[config.mk]
export PLATFORM = sky130hd
export DESIGN_NAME = pipe_ctrl
export DESIGN_NICKNAME = d
export VERILOG_FILES = /design/src/rtl/y86_pkg.sv /design/src/rtl/pipe_perf_cnt.sv /design/src/rtl/pipe_ctrl.sv
export SDC_FILE = /design/constraint.sdc
export NUM_CORES = 1
export LEC_CHECK = 0
export ABC_AREA = 0
export BUFFER_PORTS_ARGS = -buffer_cell sky130_fd_sc_hd__buf_4
export CAP_MARGIN = 10
export CORE_MARGIN = 2
export CORE_UTILIZATION = 35
export DETAILED_ROUTE_END_ITERATION = 6
export GPL_TIMING_DRIVEN = 0
export HOLD_SLACK_MARGIN = 0.1
export PLACE_DENSITY = 0.6
export SLEW_MARGIN = 25
export SYNTH_ARGS = -nofsm -noshare
export SYNTH_HDL_FRONTEND = slang
export SYNTH_SLANG_ARGS = --single-unit
export TNS_END_PERCENT = 5
[constraint.sdc]
create_clock -name clk -period 2.5 [get_ports clk]
set_input_delay 0.25 -clock clk [delete_from_list [all_inputs] [get_ports clk]]
set_output_delay 0.25 -clock clk [all_outputs]
set_load 0.05 [all_outputs]
[src/rtl/y86_pkg.sv]
// Shared Y86-64 encodings: instruction codes, stage status codes and the
// one-hot processor status reported by the pipeline control unit.
package y86_pkg;

    localparam logic [3:0] I_HALT   = 4'h0;
    localparam logic [3:0] I_NOP    = 4'h1;
    localparam logic [3:0] I_CMOV   = 4'h2;
    localparam logic [3:0] I_IRMOVQ = 4'h3;
    localparam logic [3:0] I_RMMOVQ = 4'h4;
    localparam logic [3:0] I_MRMOVQ = 4'h5;
    localparam logic [3:0] I_OPQ    = 4'h6;
    localparam logic [3:0] I_JXX    = 4'h7;
    localparam logic [3:0] I_CALL   = 4'h8;
    localparam logic [3:0] I_RET    = 4'h9;
    localparam logic [3:0] I_PUSHQ  = 4'hA;
    localparam logic [3:0] I_POPQ   = 4'hB;

    localparam logic [1:0] STAT_AOK = 2'd0;
    localparam logic [1:0] STAT_HLT = 2'd1;
    localparam logic [1:0] STAT_ADR = 2'd2;
    localparam logic [1:0] STAT_INS = 2'd3;

    localparam logic [2:0] CPU_AOK = 3'b001;
    localparam logic [2:0] CPU_ERR = 3'b010;
    localparam logic [2:0] CPU_HLT = 3'b100;

    localparam logic [3:0] REG_NONE = 4'hF;

    typedef enum logic [1:0] {
        ST_RUN    = 2'd0,
        ST_HALTED = 2'd1,
        ST_FAULT  = 2'd2
    } cpu_state_e;

    function automatic logic [2:0] state_to_stat(input cpu_state_e s);
        case (s)
            ST_HALTED: return CPU_HLT;
            ST_FAULT:  return CPU_ERR;
            default:   return CPU_AOK;
        endcase
    endfunction

endpackage

[src/rtl/pipe_perf_cnt.sv]
// Three independent saturating event counters (cycles, retires, stalls).
module pipe_perf_cnt #(
    parameter int CNT_W = 32
) (
    input  logic             clk,
    input  logic             rst,
    input  logic             cyc_en,
    input  logic             ret_en,
    input  logic             stall_en,
    output logic [CNT_W-1:0] cyc_cnt,
    output logic [CNT_W-1:0] ret_cnt,
    output logic [CNT_W-1:0] stall_cnt
);

    localparam logic [CNT_W-1:0] CNT_MAX = {CNT_W{1'b1}};

    logic [CNT_W-1:0] cyc_q, cyc_d;
    logic [CNT_W-1:0] ret_q, ret_d;
    logic [CNT_W-1:0] stall_q, stall_d;

    // Counters stick at all-ones rather than wrapping.
    always_comb begin
        cyc_d   = cyc_q;
        ret_d   = ret_q;
        stall_d = stall_q;
        if (cyc_en && cyc_q != CNT_MAX) begin
            cyc_d = cyc_q + 1'b1;
        end
        if (ret_en && ret_q != CNT_MAX) begin
            ret_d = ret_q + 1'b1;
        end
        if (stall_en && stall_q != CNT_MAX) begin
            stall_d = stall_q + 1'b1;
        end
    end

    always_ff @(posedge clk) begin
        if (rst) begin
            cyc_q   <= '0;
            ret_q   <= '0;
            stall_q <= '0;
        end else begin
            cyc_q   <= cyc_d;
            ret_q   <= ret_d;
            stall_q <= stall_d;
        end
    end

    assign cyc_cnt   = cyc_q;
    assign ret_cnt   = ret_q;
    assign stall_cnt = stall_q;

endmodule

[src/rtl/pipe_ctrl.sv]
// Y86-64 pipeline control: per-cycle stall/bubble decisions from hazard
// inputs, the RUN/HALTED/FAULT status machine and performance counters.
module pipe_ctrl
    import y86_pkg::*;
#(
    parameter int         CNT_W    = 32,
    parameter logic [3:0] REG_NONE = 4'hF
) (
    input  logic             clk,
    input  logic             rst,
    input  logic [3:0]       D_icode,
    input  logic [3:0]       d_srcA,
    input  logic [3:0]       d_srcB,
    input  logic [3:0]       E_icode,
    input  logic [3:0]       E_dstM,
    input  logic             e_cnd,
    input  logic [3:0]       M_icode,
    input  logic [1:0]       m_stat,
    input  logic [1:0]       W_stat,
    input  logic             W_valid,
    output logic             F_stall,
    output logic             D_stall,
    output logic             D_bubble,
    output logic             E_bubble,
    output logic             M_bubble,
    output logic             W_stall,
    output logic             set_cc,
    output logic [2:0]       cpu_stat,
    output logic             done,
    output logic [CNT_W-1:0] cyc_cnt,
    output logic [CNT_W-1:0] ret_cnt,
    output logic [CNT_W-1:0] stall_cnt
);

    cpu_state_e state_q, state_d;
    logic [2:0] cpu_stat_q, cpu_stat_d;
    logic       done_q, done_d;

    logic load_use, ret_pend, mispred, exc_m, exc_w, run;

    assign load_use = (E_icode == I_MRMOVQ || E_icode == I_POPQ) &&
                      (E_dstM != REG_NONE) &&
                      (E_dstM == d_srcA || E_dstM == d_srcB);
    assign ret_pend = (D_icode == I_RET) || (E_icode == I_RET) || (M_icode == I_RET);
    assign mispred  = (E_icode == I_JXX) && !e_cnd;
    assign exc_m    = (m_stat != STAT_AOK);
    assign exc_w    = (W_stat != STAT_AOK);
    assign run      = (state_q == ST_RUN);

    // Once stopped the whole pipeline is frozen regardless of hazards.
    always_comb begin
        F_stall  = 1'b1;
        D_stall  = 1'b1;
        D_bubble = 1'b0;
        E_bubble = 1'b0;
        M_bubble = 1'b0;
        W_stall  = 1'b1;
        set_cc   = 1'b0;
        if (run) begin
            F_stall  = load_use | ret_pend;
            D_stall  = load_use;
            D_bubble = mispred | (!load_use & ret_pend);
            E_bubble = mispred | load_use;
            M_bubble = exc_m | exc_w;
            W_stall  = exc_w;
            set_cc   = (E_icode == I_OPQ) & !exc_m & !exc_w;
        end
    end

    always_comb begin
        state_d = state_q;
        done_d  = 1'b0;
        case (state_q)
            ST_RUN: begin
                if (W_valid && W_stat == STAT_HLT) begin
                    state_d = ST_HALTED;
                    done_d  = 1'b1;
                end else if (W_valid && (W_stat == STAT_ADR || W_stat == STAT_INS)) begin
                    state_d = ST_FAULT;
                    done_d  = 1'b1;
                end
            end
            default: state_d = state_q;
        endcase
        cpu_stat_d = state_to_stat(state_d);
    end

    always_ff @(posedge clk) begin
        if (rst) begin
            state_q    <= ST_RUN;
            cpu_stat_q <= CPU_AOK;
            done_q     <= 1'b0;
        end else begin
            state_q    <= state_d;
            cpu_stat_q <= cpu_stat_d;
            done_q     <= done_d;
        end
    end

    assign cpu_stat = cpu_stat_q;
    assign done     = done_q;

    pipe_perf_cnt #(
        .CNT_W(CNT_W)
    ) u_perf_cnt (
        .clk      (clk),
        .rst      (rst),
        .cyc_en   (run),
        .ret_en   (run && W_valid && W_stat == STAT_AOK && !W_stall),
        .stall_en (run && F_stall),
        .cyc_cnt  (cyc_cnt),
        .ret_cnt  (ret_cnt),
        .stall_cnt(stall_cnt)
    );

endmodule

==> results of run 1 <==
[final cells by class]
cell class	instances	area (um^2)	area share [%]
clock buffers	13	260	3.85
inverters	17	63.8	0.943
clock inverters	3	18.8	0.277
multi-input cells	479	3000	44.4
plain buffers	23	106	1.57
well taps	184	230	3.40
flip-flops and latches	102	2050	30.3
repair buffers	138	1040	15.3
[power groups by stage]
stage / combinational (mW) / sequential (mW) / clock, mW
final: 0.315 / 1.66 / 1.35
after floorplan: 0.136 / 1.74 / 0
after global placement: 0.307 / 1.70 / 0
after global routing: 0.338 / 1.66 / 1.45
after CTS: 0.315 / 1.66 / 1.38
after detailed placement: 0.313 / 1.70 / 0
[path summary, 6_finish.rpt]
path | start | endpoint | slack [ns] | depth (start not counted)
max | state_q[1] | u_perf_cnt.stall_cnt[12] | 0.07 | 7
min | W_valid | done | 0.20 | 2
max reg2reg | state_q[1] | u_perf_cnt.stall_cnt[12] | 0.07 | 7
min reg2reg | u_perf_cnt.cyc_cnt[1] | u_perf_cnt.cyc_cnt[1] | 0.50 | 2
[placed cells by master (no fill, tap or decap), types with 3 or more instances in the layout]
master     synthesis  routed
nor4bb_1           3       3
nor3b_1            4       4
or3_1             19      19
and2_1             4       4
nor4_1             9       7
xor2_1            33      33
and3_1             9       9
nor2_2             0       4
o21ai_0           20      20
nand2_1           37      37
dfxtp_2            0       4
ha_1               5       5
clkbuf_16          0       9
a31oi_1            3       3
dfxtp_1          102      98
clkbuf_1          20      18
nand3_1           42      42
xnor2_1           31      31
or2_2              4       4
buf_4              0     138
nor3_2             5       6
o31ai_1           12      12
clkbuf_2           0       4
mux2_2             4       4
nand4_1           35      35
and4_1            10      10
nor2_1            88      84
nor2b_1            6       6
inv_1             17      17
a21oi_1           34      34
nor3_1            18      17
or4_1             12      12
[metrics by stage]
stage	utilization, %	instance area (um^2)	power [mW]
floorplan	-	5160	1.88
global placement	44.4	6430	2.00
detailed placement	44.4	6430	2.01
CTS	46.4	6720	3.36
global route	46.7	6760	3.45
finish	46.7	6760	3.33
[repair_timing]
item	in CTS	in global routing
endpoints found under the setup margin	13	40
resized for setup	5	13
endpoints found under the hold margin	0	0
[routing by layer]
| layer | up-vias | global-route usage [%] | share of wire (%) |
|---|---|---|---|
| met5 | - | 0 | 0 |
| li1 | 2529 | - | - |
| met3 | 28 | 3.04 | 4.6 |
| met2 | 151 | 29.8 | 48 |
| met4 | 0 | 7.91 | 2.5 |
| met1 | 2418 | 23.5 | 45 |
[sequential cells by signal, indices dropped and copies added, names as in the netlist]
signal and count:
u_perf_cnt.stall_cnt 32, u_perf_cnt.ret_cnt 32, u_perf_cnt.cyc_cnt 32, cpu_stat 3, done 1, state_q 2
[worst max-delay path, stage by stage (launching register included)]
cell and delay, ns:
dfxtp_1 0.39, or2_2 0.30, clkbuf_1 0.20, nor2_1 0.30, nor2_1 0.17, clkbuf_1 0.27, nor4b_2 0.34, mux2_2 0.35
[logic make-up (layout without fill, tap and decap cells)]
family / Yosys count / in the layout / synth area share (%)
AND/OR/NAND/NOR: 324 / 324 / 34.7
flip-flops: 102 / 102 / 39.6
AO/OA/AOI/OAI: 80 / 80 / 9.17
XOR/XNOR: 64 / 64 / 10.9
buffers and inverters: 40 / 194 / 3.20
multiplexers: 6 / 6 / 1.26
adder cells (fa/ha/maj): 5 / 5 / 1.21
==> results_dict.tcl, run 1 <==
set metrics [dict create \
    clk_latency_ns 0.35 \
    postSynthAreaPerCell_um2 8.31 \
    finalSetupViolCount 0 \
    yosysWarnings 0 \
    synthTopCellsByCount "dfxtp_1 (102), nor2_1 (88), nand3_1 (42), nand2_1 (37), nand4_1 (35)" \
    status "complete, no violations" \
    skew_ns 0.00703 \
    final_antenna_net_count 0 \
    numCtsBuffers 9 \
    tns_ns 0 \
    path_clk_slew_ns 0.07 \
    synthCells 621 \
    yosysTopAreaCell "dfxtp_1" \
    clock-root-buffer "clkbuf_16" \
    synth_ff_type "dfxtp_1" \
    avgRoutedWirePerCell_um 15.3 \
    syn_nets 658 \
    drt_iter0_drc 193 \
    switching_power_mw 0.849 \
    p_int_mw 2.48 \
    cap_violations 0 \
    p_per_area_nw_per_um2 492 \
    drive_gt1_share_pct 25.2 \
    synth_edf_count 0 \
    clock_sinks 102 \
    synthTopCellsByArea "dfxtp_1 (40%), nor2_1 (6.4%), xor2_1 (5.6%), xnor2_1 (5.3%), nand4_1 (4.2%)" \
    cp_max_fo 10 \
    rsz0062_at_grt "true" \
    ir_drop_uv 338 \
    hpwl_mm 11.0 \
    pre_cts_ws_ns -0.317 \
    h-tree-depth 3 \
    fillerInstances 1433 \
    post-route-min-period_ns 2.43 \
    hold_viol_final 0 \
    wl_mm 14.6 \
    vias 5126 \
    synth_async_sr_flop_share_pct 0 \
    synth_area_um2 5160 \
    worstPathRequired_ns 2.75 \
    p_leak_nw 2.50 \
    die_w_um 125 \
    drc 0 \
    grt_overflow 0 \
    core_area_um2 14500 \
    drt_first_pass_iters 4 \
    grt_max_degree 16 \
    grt_antenna_before_repair 0 \
    switching_share_pct 25.5 \
    tightestPinTransition_ns 0.770 \
    period_share_pct 97.0 \
    cts_hold_buf 0 \
    arrival_ns 2.67 \
    max_freq_mhz 412 \
    fin_nets 807 \
    seq_area_frac_synth_pct 39.6 \
    pwr-share-comb_pct 9.5 \
    cts_setup_buffers 0 \
    slew_headroom_pct 48.2 \
    slew_viol_final 0 \
    via_per_inst 5.35 \
    ys_seq_elements 102 \
    start_kind "register" \
    ios 139 \
    diodes 0 \
    holdWs_ns 0.201 \
    die_h_um 125 \
    track_usage_pct 18.1 \
    clockBufferDepth 2 \
    synth_cell_types 52 \
    cts_tree "built" \
    synth.most_common_cell "dfxtp_1" \
    first_global_vias 4718 \
    end_kind "register" \
    core.rowCount 44 \
    buffer_ports.inserted 138 \
    yosysTopAreaCellShare_pct 39.6 \
    gp_congestion 0.873 \
    hp-class "input port to register" \
    clkPwrFrac_pct 40.6 \
    seqPwrFrac_pct 49.9 \
    fin_cells 959 \
    grt_pass1_wl_mm 23.6 \
    die_area_um2 15700 \
    start_util_pct 35.6 \
    critical_path_class "register to register" \
    syn_to_final_growth_pct 31.1 \
    placed_cells 943 \
    fin_ws_ns 0.0744 \
]
Note: power is estimated with default switching activity, not from simulation.
==> inputs of run 2 (changes only) <==
--- a/config.mk
+++ b/config.mk
@@ -14,6 +14,7 @@
 export GPL_TIMING_DRIVEN = 0
 export HOLD_SLACK_MARGIN = 0.1
 export PLACE_DENSITY = 0.6
+export RECOVER_POWER = 25
 export SLEW_MARGIN = 25
 export SYNTH_ARGS = -nofsm -noshare
 export SYNTH_HDL_FRONTEND = slang
==> run 2 against run 1 <==
  * Routed wire length decreased by 0.54%
  * Design area decreased by 2.5%
  * Core utilization decreased by 1.2 points
  * Clock power hardly changed
  * Total power shrank 0.17%
  * Highest routed layer unchanged
==> results_dict.tcl, run 2 (synthesized netlist as in run 1, its figures left out) <==
set metrics [dict create \
    holdWs_ns 0.202 \
    cts_tree "built" \
    core_area_um2 14500 \
    clock-root-buffer "clkbuf_16" \
    die_w_um 125 \
    first_global_vias 4718 \
    grt_antenna_before_repair 0 \
    die_h_um 125 \
    tns_ns 0 \
    start_util_pct 35.6 \
    tightestPinTransition_ns 0.770 \
    status "complete, no violations" \
    clockBufferDepth 2 \
    via_per_inst 5.30 \
    end_kind "register" \
    arrival_ns 2.66 \
    syn_to_final_growth_pct 27.9 \
    critical_path_class "register to register" \
    max_freq_mhz 413 \
    slew_headroom_pct 48.2 \
    core.rowCount 44 \
    path_clk_slew_ns 0.07 \
    final_antenna_net_count 0 \
    wl_met1_mm 6.65 \
    ir_drop_uv 338 \
    avgRoutedWirePerCell_um 15.2 \
    layout_common_cells "dfxtp_1 (98), buf_4 (93), nor2_1 (84)" \
    slew_viol_final 0 \
    grt_max_degree 16 \
    drc 0 \
    clock_sinks 102 \
    fin_area_um2 6600 \
    grt_pass1_wl_mm 23.6 \
    top_layer "met4" \
    drt_first_pass_iters 4 \
    h-tree-depth 3 \
    hpwl_mm 11.0 \
    wl_met3_um 566 \
    wl_mm 14.6 \
    place_area_um2 6430 \
    hp-class "input port to register" \
    post-route-min-period_ns 2.42 \
    p_per_area_nw_per_um2 504 \
    ios 139 \
    clk_latency_ns 0.36 \
    cap_violations 0 \
    cp_max_fo 10 \
    fin_nets 807 \
    die_area_um2 15700 \
    skew_ns 0.00996 \
    layout_commonest_cell "dfxtp_1" \
    hold_path_depth 2 \
    start_kind "register" \
    fin_cells 959 \
    track_usage_pct 18.1 \
    period_share_pct 96.7 \
    vias 5082 \
    buffer_ports.inserted 138 \
    finalSetupViolCount 0 \
    placed_cells 943 \
    worstPathRequired_ns 2.74 \
    grt_overflow 0 \
    met2_wirelength_mm 7.00 \
    p_leak_nw 2.31 \
    reg2regPathDepth 7 \
    gp_congestion 0.873 \
    final_core_util_pct 45.5 \
    numCtsBuffers 9 \
    rsz0062_at_grt "true" \
    drive_gt1_share_pct 19.4 \
    drt_iter0_drc 210 \
    diodes 0 \
    hold_viol_final 0 \
]
-- run 2: worst paths after layout --
check | start | to | slack, ns
min reg2reg | u_perf_cnt.cyc_cnt[1] | u_perf_cnt.cyc_cnt[1] | 0.50
min | W_valid | done | 0.20
max | state_q[1] | u_perf_cnt.stall_cnt[12] | 0.08
max reg2reg | state_q[1] | u_perf_cnt.stall_cnt[12] | 0.08
-- run 2: timing repair --
item / in CTS / in global routing
setup endpoints to repair: 13 / 40
hold buffers: 0 / 0
setup buffers: 0 / 0
gates cloned: 0 / 0
gates resized for setup: 5 / 13
-- run 2: power by group --
| group | total, mW | internal, mW | switching, mW |
|---|---|---|---|
| registers | 1.66 | 1.64 | 0.0191 |
| clock network | 1.36 | 0.730 | 0.627 |
| logic | 0.304 | 0.0957 | 0.208 |
-- run 2: stage by stage --
step                total power [mW]  setup WS, ns
CTS                             3.36        0.0196
global route                    3.44       -0.0743
global placement                2.00        -0.318
floorplan                       1.88      -0.00561
finish                          3.32        0.0816
detailed placement              2.01        -0.317
-- run 2: final cells by class --
cell class	count	area [um^2]
inverters	17	63.8
fillers	1467	7880
flip-flops and latches	102	2050
clock inverters	3	18.8
plain buffers	23	106
multi-input cells	479	3000
well taps	184	230
clock buffers	13	260
repair buffers	138	867
-- run 2: per-layer routing --
layer  GRT usage [%]  vias up
met5               0        -
met4            7.91        0
met3            3.04       26
met2            29.8      126
met1            23.5     2400
li1                -     2530
-- run 2: worst max-delay path, cell delays in order (launching register included) --
cell and delay (ns):
dfxtp_1 0.39, or2_2 0.30, clkbuf_1 0.20, nor2_1 0.30
nor2_1 0.17, clkbuf_1 0.26, nor4b_2 0.34, mux2_2 0.35
